File: src/rtl/memory1_arbiter_if.sv
// Requester-side req/ack handshake for one port of memory1_arbiter.
// The requester drives req/we/addr/wdata; the arbiter answers with ack/rvalid.
interface memory1_arbiter_if #(
   parameter int AWIDTH = 8,
   parameter int DWIDTH = 32
);
   logic              req;
   logic              we;
   logic [AWIDTH-1:0] addr;
   logic [DWIDTH-1:0] wdata;
   logic              ack;
   logic              rvalid;

   modport master (output req, we, addr, wdata, input ack, rvalid);
   modport slave  (input req, we, addr, wdata, output ack, rvalid);
endinterface

File: src/rtl/memory1_arbiter.sv
// Two-requester round-robin front end for a single-port, read-before-write memory1.
// Reads are destructive (the memory writes zeros) and are followed by a restore cycle.
module memory1_arbiter #(
   parameter int AWIDTH = 8,
   parameter int DWIDTH = 32
) (
   input  logic              clk,
   input  logic              rst_n,
   memory1_arbiter_if.slave  rq0,
   memory1_arbiter_if.slave  rq1,
   output logic [DWIDTH-1:0] rdata,
   output logic              mem_ce,
   output logic [AWIDTH-1:0] mem_addr,
   output logic [DWIDTH-1:0] mem_wdata,
   input  logic [DWIDTH-1:0] mem_rdata
);

   typedef enum logic [2:0] {IDLE, WR, RD, RESTORE, ACK} state_t;

   state_t            state_q, state_d;
   logic              gnt_q, gnt_d;
   logic              last_gnt_q, last_gnt_d;
   logic              we_q, we_d;
   logic [AWIDTH-1:0] addr_q, addr_d;
   logic [DWIDTH-1:0] wdata_q, wdata_d;
   logic [DWIDTH-1:0] rdata_q, rdata_d;
   logic              any_req;
   logic              win;
   logic              win_we;

   // On a tie the requester that did not win last time is served.
   assign any_req = rq0.req | rq1.req;
   assign win     = (rq0.req & rq1.req) ? ~last_gnt_q : rq1.req;
   assign win_we  = win ? rq1.we : rq0.we;

   always_ff @(posedge clk) begin
      if (!rst_n) begin
         state_q    <= IDLE;
         gnt_q      <= 1'b0;
         last_gnt_q <= 1'b1;
         we_q       <= 1'b0;
         addr_q     <= '0;
         wdata_q    <= '0;
         rdata_q    <= '0;
      end else begin
         state_q    <= state_d;
         gnt_q      <= gnt_d;
         last_gnt_q <= last_gnt_d;
         we_q       <= we_d;
         addr_q     <= addr_d;
         wdata_q    <= wdata_d;
         rdata_q    <= rdata_d;
      end
   end

   always_comb begin
      state_d    = state_q;
      gnt_d      = gnt_q;
      last_gnt_d = last_gnt_q;
      we_d       = we_q;
      addr_d     = addr_q;
      wdata_d    = wdata_q;
      rdata_d    = rdata_q;
      unique case (state_q)
         IDLE: begin
            if (any_req) begin
               gnt_d      = win;
               last_gnt_d = win;
               we_d       = win_we;
               addr_d     = win ? rq1.addr  : rq0.addr;
               wdata_d    = win ? rq1.wdata : rq0.wdata;
               state_d    = win_we ? WR : RD;
            end
         end
         WR:      state_d = ACK;
         RD:      state_d = RESTORE;
         RESTORE: begin
            state_d = ACK;
            rdata_d = mem_rdata;
         end
         ACK:     state_d = IDLE;
         default: state_d = IDLE;
      endcase
   end

   // RESTORE writes back the word the RD cycle just returned, so the data path
   // from mem_rdata is combinational. Gating ce with rst_n leaves a location
   // zeroed if reset lands in RESTORE instead of writing it back.
   always_comb begin
      mem_wdata = wdata_q;
      case (state_q)
         RD:      mem_wdata = '0;
         RESTORE: mem_wdata = mem_rdata;
         default: mem_wdata = wdata_q;
      endcase
   end

   assign mem_ce    = rst_n & ((state_q == WR) | (state_q == RD) | (state_q == RESTORE));
   assign mem_addr  = addr_q;
   assign rdata     = rdata_q;

   assign rq0.ack    = (state_q == ACK) & ~gnt_q;
   assign rq1.ack    = (state_q == ACK) &  gnt_q;
   assign rq0.rvalid = rq0.ack & ~we_q;
   assign rq1.rvalid = rq1.ack & ~we_q;

endmodule
File: src/flat_wrapper.sv
// flat-port wrapper written by rule: the top's interface ports become plain ports
module memory1_arbiter_flat 
#(
   parameter int AWIDTH = 8,
   parameter int DWIDTH = 32
)
  (clk, rst_n, rdata, mem_ce, mem_addr, mem_wdata, mem_rdata, rq0_req, rq0_we, rq0_addr, rq0_wdata, rq0_ack, rq0_rvalid, rq1_req, rq1_we, rq1_addr, rq1_wdata, rq1_ack, rq1_rvalid);
  memory1_arbiter_if #(.AWIDTH(AWIDTH), .DWIDTH(DWIDTH)) rq0_i ();
  memory1_arbiter_if #(.AWIDTH(AWIDTH), .DWIDTH(DWIDTH)) rq1_i ();
  input  logic clk;
  input  logic rst_n;
  output logic [DWIDTH-1:0] rdata;
  output logic mem_ce;
  output logic [AWIDTH-1:0] mem_addr;
  output logic [DWIDTH-1:0] mem_wdata;
  input  logic [DWIDTH-1:0] mem_rdata;
  input wire logic [$bits(rq0_i.req)-1:0] rq0_req;
  input wire logic [$bits(rq0_i.we)-1:0] rq0_we;
  input wire logic [$bits(rq0_i.addr)-1:0] rq0_addr;
  input wire logic [$bits(rq0_i.wdata)-1:0] rq0_wdata;
  output wire logic [$bits(rq0_i.ack)-1:0] rq0_ack;
  output wire logic [$bits(rq0_i.rvalid)-1:0] rq0_rvalid;
  input wire logic [$bits(rq1_i.req)-1:0] rq1_req;
  input wire logic [$bits(rq1_i.we)-1:0] rq1_we;
  input wire logic [$bits(rq1_i.addr)-1:0] rq1_addr;
  input wire logic [$bits(rq1_i.wdata)-1:0] rq1_wdata;
  output wire logic [$bits(rq1_i.ack)-1:0] rq1_ack;
  output wire logic [$bits(rq1_i.rvalid)-1:0] rq1_rvalid;
  assign rq0_i.req = rq0_req;
  assign rq0_i.we = rq0_we;
  assign rq0_i.addr = rq0_addr;
  assign rq0_i.wdata = rq0_wdata;
  assign rq0_ack = rq0_i.ack;
  assign rq0_rvalid = rq0_i.rvalid;
  assign rq1_i.req = rq1_req;
  assign rq1_i.we = rq1_we;
  assign rq1_i.addr = rq1_addr;
  assign rq1_i.wdata = rq1_wdata;
  assign rq1_ack = rq1_i.ack;
  assign rq1_rvalid = rq1_i.rvalid;
  memory1_arbiter #(.AWIDTH(AWIDTH), .DWIDTH(DWIDTH)) u_core (.clk(clk), .rst_n(rst_n), .rq0(rq0_i), .rq1(rq1_i), .rdata(rdata), .mem_ce(mem_ce), .mem_addr(mem_addr), .mem_wdata(mem_wdata), .mem_rdata(mem_rdata));
endmodule
File: config.mk
export PLATFORM = sky130hd
export DESIGN_NAME = memory1_arbiter_flat
export DESIGN_NICKNAME = d
export VERILOG_FILES = /design/src/rtl/memory1_arbiter_if.sv /design/src/rtl/memory1_arbiter.sv /design/src/flat_wrapper.sv
export SDC_FILE = /design/constraint.sdc
export NUM_CORES = 1
export LEC_CHECK = 0
export BUFFER_PORTS_ARGS = -buffer_cell sky130_fd_sc_hd__buf_2
export CAP_MARGIN = 40
export CORE_UTILIZATION = 46
export DETAILED_ROUTE_END_ITERATION = 6
export PLACE_DENSITY = 0.81
export SYNTH_ARGS = -nofsm -noshare
export SYNTH_HDL_FRONTEND = slang
export SYNTH_SLANG_ARGS = --single-unit
File: constraint.sdc
create_clock -name clk -period 1.92 [get_ports clk]
set_input_delay 0.096 -clock clk [delete_from_list [all_inputs] [get_ports clk]]
set_output_delay 0.096 -clock clk [all_outputs]
set_load 0.01 [all_outputs]
==> tab_implementation.tex, run 1 <==
\begin{tabular}{lr}
\hline
Metric & Value \\
\hline
\multicolumn{2}{l}{\textbf{Global routing}} \\
\quad Largest net degree at the start of global routing & 44 \\
\quad GRT Total Usage & 0.253 \\
\quad Global-route wire length before repair & 17300 µm \\
\quad Number of antenna violations at the first check in global routing & 0 \\
\quad Met3 track utilization from global routing & 0.0472 \\
\quad Global-route congestion overflow total & 0 \\
\quad Peak-usage layer in the global routing report & met2 \\
\quad Grt met1 use & 0.309 \\
\quad Global Route met2 Usage & 0.436 \\
\quad Via count of the first global-routing pass & 3716 \\
\multicolumn{2}{l}{\textbf{Floorplan}} \\
\quad Height of the die & 93.3 µm \\
\quad Number of core rows & 32 \\
\quad Initial Util & 0.486 \\
\quad Number of top-level pins & 195 \\
\quad Core area & 7890 µm² \\
\quad X dimension of the die & 93.3 µm \\
\quad Area enclosed by the die boundary & 8700 µm² \\
\multicolumn{2}{l}{\textbf{Placed design}} \\
\quad RD Place Congestion & 0.869 \\
\quad Placed Cells & 742 \\
\quad Placed wire-length estimate & 8030 µm \\
\quad Total of buffers placed on input and output ports & 194 \\
\multicolumn{2}{l}{\textbf{Synth}} \\
\quad FF+latch count, synth & 78 \\
\quad Yosys top cell area share & 0.407 \\
\quad Synthesized-area fraction occupied by xor and xnor cells & 0 \\
\quad Synthesized instance count & 474 \\
\quad Leading area contributor after synthesis & dfxtp\_1 \\
\quad Fraction of the mapped netlist area in compound gates & 0.185 \\
\quad Simple-gate portion of the synthesized area & 0.302 \\
\quad Mux share of post-synthesis cell area & 0.00294 \\
\quad Number of distinct library cells after synthesis & 31 \\
\quad Dominant combinational cell family by area after synthesis & simple AND/OR/NAND/NOR gates \\
\quad Post-synth net total & 592 \\
\quad Ranking of synthesized cells by area & dfxtp\_1, nand2\_1, nor3\_2 \\
\quad Synthesized area per cell & 8.09 µm² \\
\quad Post-Synth Adder-Cell Area & 0 \\
\quad Number of warning messages in the yosys log & 0 \\
\quad Share of synthesized area occupied by flip-flops and latches & 0.407 \\
\quad Netlist area before placement & 3830 µm² \\
\multicolumn{2}{l}{\textbf{Clocking}} \\
\quad Cell chosen for the clock root & clkbuf\_8 \\
\quad Count of clock tree sinks & 78 \\
\quad Post-CTS clock slew at the launch and capture registers of the worst setup and hold paths & 80 ps \\
\quad TritonCTS clock tree & yes \\
\quad Number of buffers inserted during clock tree synthesis & 9 \\
\quad Clock tree buffer depth & 2 \\
\quad Clock network latency to the later pin of the worst-skew pair & 340 ps \\
\quad Maximum level of the CTS H-tree & 3 \\
\multicolumn{2}{l}{\textbf{Critical path}} \\
\quad Setup crit start kind & flop \\
\quad Worst Path Max Fanout & 32 \\
\quad Required time worst endpoint & 1820 ps \\
\quad Critical path start-end classification & flop to output port \\
\quad Endpoint arrival time on the critical path & 1700 ps \\
\quad Crit. End Element & output port \\
\multicolumn{2}{l}{\textbf{Routing}} \\
\quad Average routed wire per standard cell & 14.7 µm \\
\quad Total length of routed wires & 11300 µm \\
\quad Initial DRC count & 173 \\
\quad Post-DR vias/cell & 5.24 \\
\quad DRC violations left & 0 \\
\quad Post-detailed-route count of antenna-violating nets & 0 \\
\quad Pre-Repair DR Iteration Count & 4 \\
\quad Via count of the routed design & 4053 \\
\multicolumn{2}{l}{\textbf{Timing}} \\
\quad Maximum clock frequency & 555 MHz \\
\quad Largest clock skew in the final design & 9.78 ps \\
\quad Number of failing setup endpoints in the final timing report & 0 \\
\quad RSZ-0062 raised after global routing & false \\
\quad Slew headroom & 0.740 \\
\quad Final-report max-slew violation count & 0 \\
\quad Final Cycle Share & 0.938 \\
\quad Count of endpoints failing hold in the final timing report & 0 \\
\quad Least-Margin Pin Slew & 386 ps \\
\quad Minimum clock period after layout & 1800 ps \\
\quad Total negative setup slack & 0 ps \\
\multicolumn{2}{l}{\textbf{Cells and area}} \\
\quad Leading cell type in the layout, fill and taps excluded & buf\_2 \\
\quad Commonest non-fill, non-tap cells in the layout & buf\_2, nand2\_1, dfxtp\_1 \\
\quad Layout Area Growth over Synthesis & 35.8\% \\
\quad Share of the core filled with cells & 0.660 \\
\quad Fin nets & 784 \\
\quad Inserted Diodes & 0 \\
\quad Fraction of layout instances using a drive strength above 1 & 0.408 \\
\quad Final std cells w/o fill & 773 \\
\quad Filler instances & 678 \\
\multicolumn{2}{l}{\textbf{Power and ir drop}} \\
\quad Pwr/cell area & 863 nW/µm² \\
\quad Leakage component of the power & 0.00263 µW \\
\quad Worst supply voltage drop on vdd & 0.000494 V \\
\multicolumn{2}{l}{\textbf{Worst hold path}} \\
\quad Hold Path Class & input pin to flop \\
\multicolumn{2}{l}{\textbf{Run status}} \\
\quad Outcome & complete, no violations \\
\multicolumn{2}{l}{\textbf{Flow run}} \\
\quad Maximum Capacitance Violations & 0 \\
\hline
\end{tabular}
==> power by group <==
group	switching, µW	internal [µW]
combinational	682	531
sequential	114	1810
clock	588	766
==> registers in the layout, summed over array words and instances (netlist names) <==
signal	cells
u_core.rdata	32
u_core.wdata_q	32
u_core.mem_addr	8
u_core.state_q	3
u_core.gnt_q	1
u_core.last_gnt_q	1
u_core.we_q	1
==> metrics by stage <==
stage | power [µW] | instance area (µm²) | hold slack, ps | worst slack (ps)
after floorplan | 2690 | 3830 | 242 | 537
after global placement | 3110 | 4830 | 348 | 485
after detailed placement | 3150 | 4830 | 355 | 367
after CTS | 4500 | 5180 | 2.51 | 41.3
after global routing | 4730 | 5200 | 1.96 | 25.7
final | 4490 | 5200 | 10.8 | 119
==> path summary, 6_finish.rpt <==
| check | start | end | slack [ps] | cells past startpoint |
|---|---|---|---|---|
| hold reg to reg | u_core.rdata[28] | u_core.rdata[28] | 460 | 2 |
| hold / removal | mem_rdata[27] | u_core.rdata[27] | 10 | 3 |
| setup reg to reg | u_core.state_q[2] | u_core.wdata_q[6] | 370 | 4 |
| setup / recovery | u_core.state_q[2] | mem_wdata[1] | 120 | 5 |
==> cells by family (layout without fill, tap and decap cells) <==
| family | count (synthesis) | count (layout) |
|---|---|---|
| simple gates | 231 | 231 |
| buf+inv | 83 | 280 |
| compound gates | 81 | 81 |
| flops | 78 | 78 |
| mux | 1 | 1 |
==> synthesized netlist by cell type <==
cell and instances:
a21bo_1 1, clkbuf_2 1, a21o_1 1, and3_1 1
o311ai_0 1, nand3b_1 2, clkbuf_1 13, buf_6 6
a21boi_1 5, buf_4 3, mux2_1 1, buf_2 18
dfxtp_1 78, inv_1 42, and3b_1 2, o21ba_2 1
nor2_2 1, nand2_1 172, or3_4 1, a21oi_1 1
nor3_2 39, nor3_1 5, o21a_1 2, a221oi_1 33
nor4_1 1, nor3b_1 1, a221oi_2 8, a21boi_0 27
o21ai_1 1, nor2_1 4, nand2b_1 2
==> metal layers <==
layer | vias to the layer above | wire length, µm
met4 | 0 | 281
met1 | 1886 | 4620
li1 | 1959 | -
met2 | 185 | 5660
met5 | - | 0
met3 | 23 | 792
==> critical path: stages (launching register included) <==
cell and delay (ps):
dfxtp_1 490, nand2b_1 150, buf_4 330, nand2_1 170
nand2_1 90, buf_2 120
==> repair_timing <==
action                                  CTS  global route
endpoints found under the setup margin    0            32
gates resized for setup                   0             2
hold endpoints to repair                 13             2
hold buffers                             13             2
setup buffers                             0             0
==> final cells by class <==
cell class | count | area [µm²] | area share
Clock buffer | 12 | 145 | 0.0279
Clock inverter | 4 | 70.1 | 0.0135
Inverter | 42 | 158 | 0.0303
Multi-Input combinational cell | 313 | 1880 | 0.362
Sequential cell | 78 | 1560 | 0.300
Tap cell | 102 | 128 | 0.0245
Timing Repair Buffer | 222 | 1260 | 0.242
(Power assumes the default switching activity.)
==> inputs of run 2 (changes only) <==
Settings changed: MAX_ROUTING_LAYER set to met4, SKIP_CTS_REPAIR_TIMING set to 1, SKIP_LAST_GASP set to 1.
==> run 2 against run 1 <==
- critical path depth unchanged
- power down 0.51%
- setup slack better by 19 ps
- maximum frequency up 1.0%
- global-route usage up 0.45 points
- sequential share of layout area up 0.41 points
- first-iteration DRC count up 4.0%
- hold slack worse by 9.2 ps
- register-to-register slack about the same
==> tab_implementation.tex, run 2 (synthesis results as in run 1) <==
\begin{tabular}{lr}
\hline
Metric & Value \\
\hline
\multicolumn{2}{l}{\textbf{Power and ir drop}} \\
\quad Worst supply voltage drop on vdd & 0.000495 V (about the same) \\
\quad Pwr/cell area & 870 nW/µm² (+0.84\%) \\
\quad Leakage component of the power & 0.00260 µW (-1.1\%) \\
\multicolumn{2}{l}{\textbf{Timing}} \\
\quad Least-Margin Pin Slew & 389 ps (+3.85 ps) \\
\quad RSZ-0062 raised after global routing & false \\
\quad Maximum clock frequency & 561 MHz (+1.0\%) \\
\quad Count of endpoints failing hold in the final timing report & 0 (unchanged) \\
\quad Worst hold slack after final layout & 1.58 ps (-9.22 ps) \\
\quad Minimum clock period after layout & 1780 ps (-18.7 ps) \\
\quad Largest clock skew in the final design & 7.46 ps (-2.32 ps) \\
\quad Final Cycle Share & 0.928 (-0.00973) \\
\quad Total negative setup slack & 0 ps (unchanged) \\
\quad Worst setup margin & 138 ps (+18.7 ps) \\
\quad Number of failing setup endpoints in the final timing report & 0 (unchanged) \\
\quad Slew headroom & 0.737 (-0.00260) \\
\quad Final-report max-slew violation count & 0 (unchanged) \\
\multicolumn{2}{l}{\textbf{Run status}} \\
\quad Outcome & complete, no violations \\
\multicolumn{2}{l}{\textbf{Routing}} \\
\quad Total length of routed wires & 11200 µm (-1.3\%) \\
\quad Post-DR vias/cell & 5.30 (+1.0\%) \\
\quad Highest metal layer with signal wires & met4 \\
\quad WL met2 & 5600 µm (-1.0\%) \\
\quad Initial DRC count & 180 (+4.0\%) \\
\quad Post-detailed-route count of antenna-violating nets & 0 (unchanged) \\
\quad Met3 wirelength from detailed routing & 803 µm (+1.4\%) \\
\quad Pre-Repair DR Iteration Count & 4 (unchanged) \\
\quad DRC violations left & 0 (unchanged) \\
\quad Average routed wire per standard cell & 14.6 µm (-0.42\%) \\
\quad Via count of the routed design & 4058 (+0.12\%) \\
\quad Met1 layer wirelength in the final routing & 4510 µm (-2.3\%) \\
\multicolumn{2}{l}{\textbf{Cells and area}} \\
\quad Fraction of layout instances using a drive strength above 1 & 0.413 (+0.00430) \\
\quad Filler instances & 685 (+1.0\%) \\
\quad Fin nets & 777 (-0.89\%) \\
\quad Commonest non-fill, non-tap cells in the layout & buf\_2, nand2\_1, dfxtp\_1 \\
\quad Inserted Diodes & 0 (unchanged) \\
\quad Layout Area Growth over Synthesis & 33.9\% \\
\quad Leading cell type in the layout, fill and taps excluded & buf\_2 \\
\multicolumn{2}{l}{\textbf{Global routing}} \\
\quad Largest net degree at the start of global routing & 44 (unchanged) \\
\quad Global-route congestion overflow total & 0 (unchanged) \\
\quad Number of antenna violations at the first check in global routing & 0 (unchanged) \\
\quad GRT Total Usage & 0.257 (+0.00452) \\
\quad Via count of the first global-routing pass & 3660 (-1.5\%) \\
\quad Global-route wire length before repair & 17100 µm (-1.2\%) \\
\multicolumn{2}{l}{\textbf{Critical path}} \\
\quad Cells along the critical path & nand2b\_1 > buf\_4 > nand2\_1 > nand2\_1 > buf\_2 \\
\quad Endpoint arrival time on the critical path & 1690 ps (about the same) \\
\quad Required time worst endpoint & 1820 ps (about the same) \\
\quad Critical path start-end classification & flop to output port \\
\quad Worst Path Max Fanout & 32 (unchanged) \\
\quad Highest-delay cell along the critical path & dfxtp\_1 \\
\quad Crit path largest cell delay & 500 ps (about the same) \\
\quad Cell repeated most along the worst path & nand2\_1 \\
\quad Setup crit start kind & flop \\
\quad Worst path bufs/invs & 2 (unchanged) \\
\quad Crit. End Element & output port \\
\quad Cell family with most CP delay & flip-flops \\
\multicolumn{2}{l}{\textbf{Clocking}} \\
\quad Number of buffers inserted during clock tree synthesis & 9 (unchanged) \\
\quad Maximum level of the CTS H-tree & 3 (unchanged) \\
\quad Cell chosen for the clock root & clkbuf\_8 \\
\quad Clock tree buffer depth & 2 (unchanged) \\
\quad TritonCTS clock tree & yes \\
\quad Clock network latency to the later pin of the worst-skew pair & 340 ps (about the same) \\
\quad Post-CTS clock slew at the launch and capture registers of the worst setup and hold paths & 80 ps (about the same) \\
\quad Count of clock tree sinks & 78 (unchanged) \\
\multicolumn{2}{l}{\textbf{Floorplan}} \\
\quad Core area & 7890 µm² (unchanged) \\
\quad Height of the die & 93.3 µm (unchanged) \\
\quad Area enclosed by the die boundary & 8700 µm² (unchanged) \\
\quad Number of top-level pins & 195 (unchanged) \\
\quad X dimension of the die & 93.3 µm (unchanged) \\
\quad Initial Util & 0.486 (unchanged) \\
\quad Number of core rows & 32 (unchanged) \\
\multicolumn{2}{l}{\textbf{Placed design}} \\
\quad Placed wire-length estimate & 8030 µm (unchanged) \\
\quad Total of buffers placed on input and output ports & 194 (unchanged) \\
\quad DP Worst Slack & 367 ps (unchanged) \\
\quad RD Place Congestion & 0.883 (+1.6\%) \\
\multicolumn{2}{l}{\textbf{Worst hold path}} \\
\quad Hold Path Class & input pin to flop \\
\multicolumn{2}{l}{\textbf{Flow run}} \\
\quad Maximum Capacitance Violations & 0 (unchanged) \\
\hline
\end{tabular}
-- run 2: cell types whose count changed in the layout (fill, tap and decap cells not counted), sizes merged --
cell / change
dlygate4sd3: -7
-- run 2: per-stage QoR --
stage	area, µm²	power, µW	util	instances
floorplan	3830	2690	-	474
global route	5130	4710	0.651	766
CTS	5050	4480	0.640	758
global placement	4830	3110	0.613	742
detailed placement	4830	3150	0.613	742
finish	5130	4470	0.651	766
-- run 2: layer usage --
metal / global-route usage / vias up
met5: - / -
met4: 0.110 / 0
met3: 0.0496 / 28
met2: 0.425 / 177
met1: 0.306 / 1907
li1: - / 1946
-- run 2: worst paths after layout --
kind | slack [ps] | from | cells past startpoint | to
worst max-delay path | 140 | u_core.state_q[2] | 5 | mem_wdata[1]
worst min-delay path | 2 | rq0_wdata[28] | 3 | u_core.wdata_q[28]
worst max register to register | 370 | u_core.state_q[2] | 4 | u_core.wdata_q[6]
worst min register to register | 460 | u_core.rdata[28] | 2 | u_core.rdata[28]
-- run 2: area by class of cell --
cell class | instances | area, µm² | area share
Multi-Input combinational cell | 313 | 1880 | 0.366
Sequential cell | 78 | 1560 | 0.304
Timing Repair Buffer | 215 | 1190 | 0.232
Inverter | 42 | 158 | 0.0307
Clock buffer | 12 | 145 | 0.0283
Tap cell | 102 | 128 | 0.0249
Clock inverter | 4 | 70.1 | 0.0136
-- run 2: power breakdown --
group	switching, µW	internal [µW]
logic	678	522
registers	112	1810
clock network	580	766
-- run 2: tightest hold or removal path, stage by stage --
cell,delay [ps]
buf_2,90
inv_1,40
a221oi_1,60
==> inputs of run 3 (changes only) <==
Settings changed: RECOVER_POWER set to 50.
Clock period 1.92 ns to 1.9 ns, I/O delays scaled along.
==> run 3 against run 2 <==
- the flow now finishes with violations (negative hold slack)
- hold slack worse by 5.1 ps
- sequential cell count did not move
- first-iteration DRC count is 39% lower
- global-route usage down 0.56 points
- routed wire length down 1.3%
- power up 0.44%
- die area is the same
- largest power group unchanged
- highest routed layer unchanged
==> tab_implementation.tex, run 3 (synthesis results as in run 1) <==
\begin{tabular}{lr}
\hline
Metric & Value \\
\hline
\multicolumn{2}{l}{\textbf{Global routing}} \\
\quad Largest net degree at the start of global routing & 44 (unchanged) \\
\quad Number of antenna violations at the first check in global routing & 0 (unchanged) \\
\quad GRT Total Usage & 0.252 (-0.00564) \\
\quad Global-route congestion overflow total & 0 (unchanged) \\
\quad Via count of the first global-routing pass & 3594 (-1.8\%) \\
\quad Global-route wire length before repair & 16700 µm (-2.3\%) \\
\multicolumn{2}{l}{\textbf{Critical path}} \\
\quad Count of cells along the worst register-to-register path & 4 (unchanged) \\
\quad Required time worst endpoint & 2150 ps (+330 ps) \\
\quad Endpoint arrival time on the critical path & 2090 ps (+400 ps) \\
\quad Critical register-to-register path startpoint & u\_core.state\_q[2] \\
\quad Cells along the critical path & or3\_1 > clkbuf\_2 > o21a\_1 > o21a\_1 \\
\quad End of the worst register-to-register path & u\_core.gnt\_q \\
\quad Worst Path Max Fanout & 22 (-31\%) \\
\quad Worst path bufs/invs & 1 (-1) \\
\quad Crit path largest cell delay & 460 ps (-40 ps) \\
\quad Critical path start-end classification & flop to flop \\
\quad Crit. End Element & flop \\
\quad Cell family with most CP delay & simple AND/OR/NAND/NOR gates \\
\quad Highest-delay cell along the critical path & or3\_1 \\
\quad R2r setup slk & 60 ps (-310 ps) \\
\quad Setup crit start kind & flop \\
\quad Cell repeated most along the worst path & o21a\_1 \\
\multicolumn{2}{l}{\textbf{Timing}} \\
\quad Final-report max-slew violation count & 0 (unchanged) \\
\quad Total negative setup slack & 0 ps (unchanged) \\
\quad Minimum clock period after layout & 1840 ps \\
\quad Count of endpoints failing hold in the final timing report & 4 (+4) \\
\quad Maximum clock frequency & 542 MHz \\
\quad Slew headroom & 0.514 (-0.223) \\
\quad Worst hold slack after final layout & -3.57 ps (-5.15 ps) \\
\quad Least-Margin Pin Slew & 729 ps (+339 ps) \\
\quad RSZ-0062 raised after global routing & false \\
\quad Number of failing setup endpoints in the final timing report & 0 (unchanged) \\
\quad Largest clock skew in the final design & 8.66 ps (+1.19 ps) \\
\quad Final Cycle Share & 0.971 \\
\multicolumn{2}{l}{\textbf{Clocking}} \\
\quad Count of clock tree sinks & 78 (unchanged) \\
\quad Maximum level of the CTS H-tree & 3 (unchanged) \\
\quad Cell chosen for the clock root & clkbuf\_8 \\
\quad Post-CTS clock slew at the launch and capture registers of the worst setup and hold paths & 80 ps (about the same) \\
\quad Clock network latency to the later pin of the worst-skew pair & 350 ps (about the same) \\
\quad Clock tree buffer depth & 2 (unchanged) \\
\quad Number of buffers inserted during clock tree synthesis & 9 (unchanged) \\
\quad TritonCTS clock tree & yes \\
\multicolumn{2}{l}{\textbf{Floorplan}} \\
\quad Area enclosed by the die boundary & 8700 µm² (unchanged) \\
\quad Initial Util & 0.486 (unchanged) \\
\quad Number of top-level pins & 195 (unchanged) \\
\quad X dimension of the die & 93.3 µm (unchanged) \\
\quad Number of core rows & 32 (unchanged) \\
\quad Core area & 7890 µm² (unchanged) \\
\quad Height of the die & 93.3 µm (unchanged) \\
\multicolumn{2}{l}{\textbf{Worst hold path}} \\
\quad Hold Crit Depth & 3 (unchanged) \\
\quad Worst Hold Path EP & u\_core.wdata\_q[4] \\
\quad Min-delay src & rq0\_wdata[4] \\
\quad Hold Path Class & input pin to flop \\
\multicolumn{2}{l}{\textbf{Routing}} \\
\quad Post-detailed-route count of antenna-violating nets & 0 (unchanged) \\
\quad Average routed wire per standard cell & 14.3 µm (-2.1\%) \\
\quad DRC violations left & 0 (unchanged) \\
\quad Total length of routed wires & 11000 µm (-1.3\%) \\
\quad Pre-Repair DR Iteration Count & 4 (unchanged) \\
\quad Initial DRC count & 110 (-39\%) \\
\quad Via count of the routed design & 3950 (-2.7\%) \\
\quad Post-DR vias/cell & 5.12 (-3.4\%) \\
\multicolumn{2}{l}{\textbf{Cells and area}} \\
\quad Fin nets & 783 (+0.77\%) \\
\quad Fraction of layout instances using a drive strength above 1 & 0.342 (-0.0709) \\
\quad Inserted Diodes & 0 (unchanged) \\
\quad Leading cell type in the layout, fill and taps excluded & nand2\_1 \\
\quad Layout Area Growth over Synthesis & 33.4\% \\
\quad Commonest non-fill, non-tap cells in the layout & nand2\_1, buf\_2, dfxtp\_1 \\
\multicolumn{2}{l}{\textbf{Run status}} \\
\quad Violated checks & negative hold slack \\
\quad Outcome & complete, but fails checks \\
\multicolumn{2}{l}{\textbf{Placed design}} \\
\quad Total of buffers placed on input and output ports & 194 (unchanged) \\
\quad Placed wire-length estimate & 7670 µm (-4.5\%) \\
\quad RD Place Congestion & 0.856 (-3.1\%) \\
\multicolumn{2}{l}{\textbf{Power and ir drop}} \\
\quad Leakage component of the power & 0.00243 µW (-6.2\%) \\
\quad Worst supply voltage drop on vdd & 0.000502 V (+1.5\%) \\
\quad Total power after layout & 4490 µW (+0.44\%) \\
\quad Pwr/cell area & 877 nW/µm² (+0.83\%) \\
\multicolumn{2}{l}{\textbf{Flow run}} \\
\quad Maximum Capacitance Violations & 0 (unchanged) \\
\hline
\end{tabular}
==> run 3: changes by cell type in the layout (fill, tap and decap cells not counted), sizes merged <==
cell	before	now
clkinvlp	0	1
dlygate4sd3	8	14
clkinv	2	3
buf	207	162
clkbuf	12	55
==> run 3: worst register-to-register path, cell delays in order (launching register included) <==
cell	delay (ps)
dfxtp_1	400
or3_1	460
clkbuf_2	430
o21a_1	310
o21a_1	150
==> run 3: stage by stage <==
step | worst slack, ps | area (µm²) | util | std cells
finish | 55.0 | 5110 | 0.648 | 772
global route | 1.58 | 5110 | 0.648 | 772
CTS | 106 | 5060 | 0.642 | 758
detailed placement | 404 | 4850 | 0.615 | 742
global placement | 461 | 4850 | 0.615 | 742
floorplan | 517 | 3830 | - | 474
==> run 3: worst max path at each step <==
stage / to / slack [ps] / cells after the start / startpoint
floorplan: u_core.mem_addr[0] / 520 / 6 / u_core.state_q[2]
global placement: u_core.gnt_q / 460 / 4 / u_core.state_q[2]
detailed placement: u_core.wdata_q[2] / 400 / 4 / u_core.state_q[1]
CTS: mem_wdata[12] / 110 / 5 / u_core.state_q[1]
global route: u_core.gnt_q / 2 / 4 / u_core.state_q[2]
finish: u_core.gnt_q / 60 / 4 / u_core.state_q[2]
==> run 3: where the power goes <==
group	internal, µW	switching (µW)
Sequential	1830	113
Combinational	502	676
Clock	739	628
Total	3070	1420
==> run 3: layout make-up <==
type	count	area, µm²
multi-input combinational	313	1860
sequential	78	1560
clock buffer	10	128
timing repair buffer	221	1190
clock inverter	6	86.3
tap	102	128
inverter	42	158
fill	710	2770
==> run 3: metal layers <==
metal	vias up	GRT usage	share of wire
met5	-	-	0
met4	0	0.112	0.012
met3	8	0.0407	0.060
met2	154	0.410	0.50
met1	1834	0.308	0.43
li1	1954	-	-
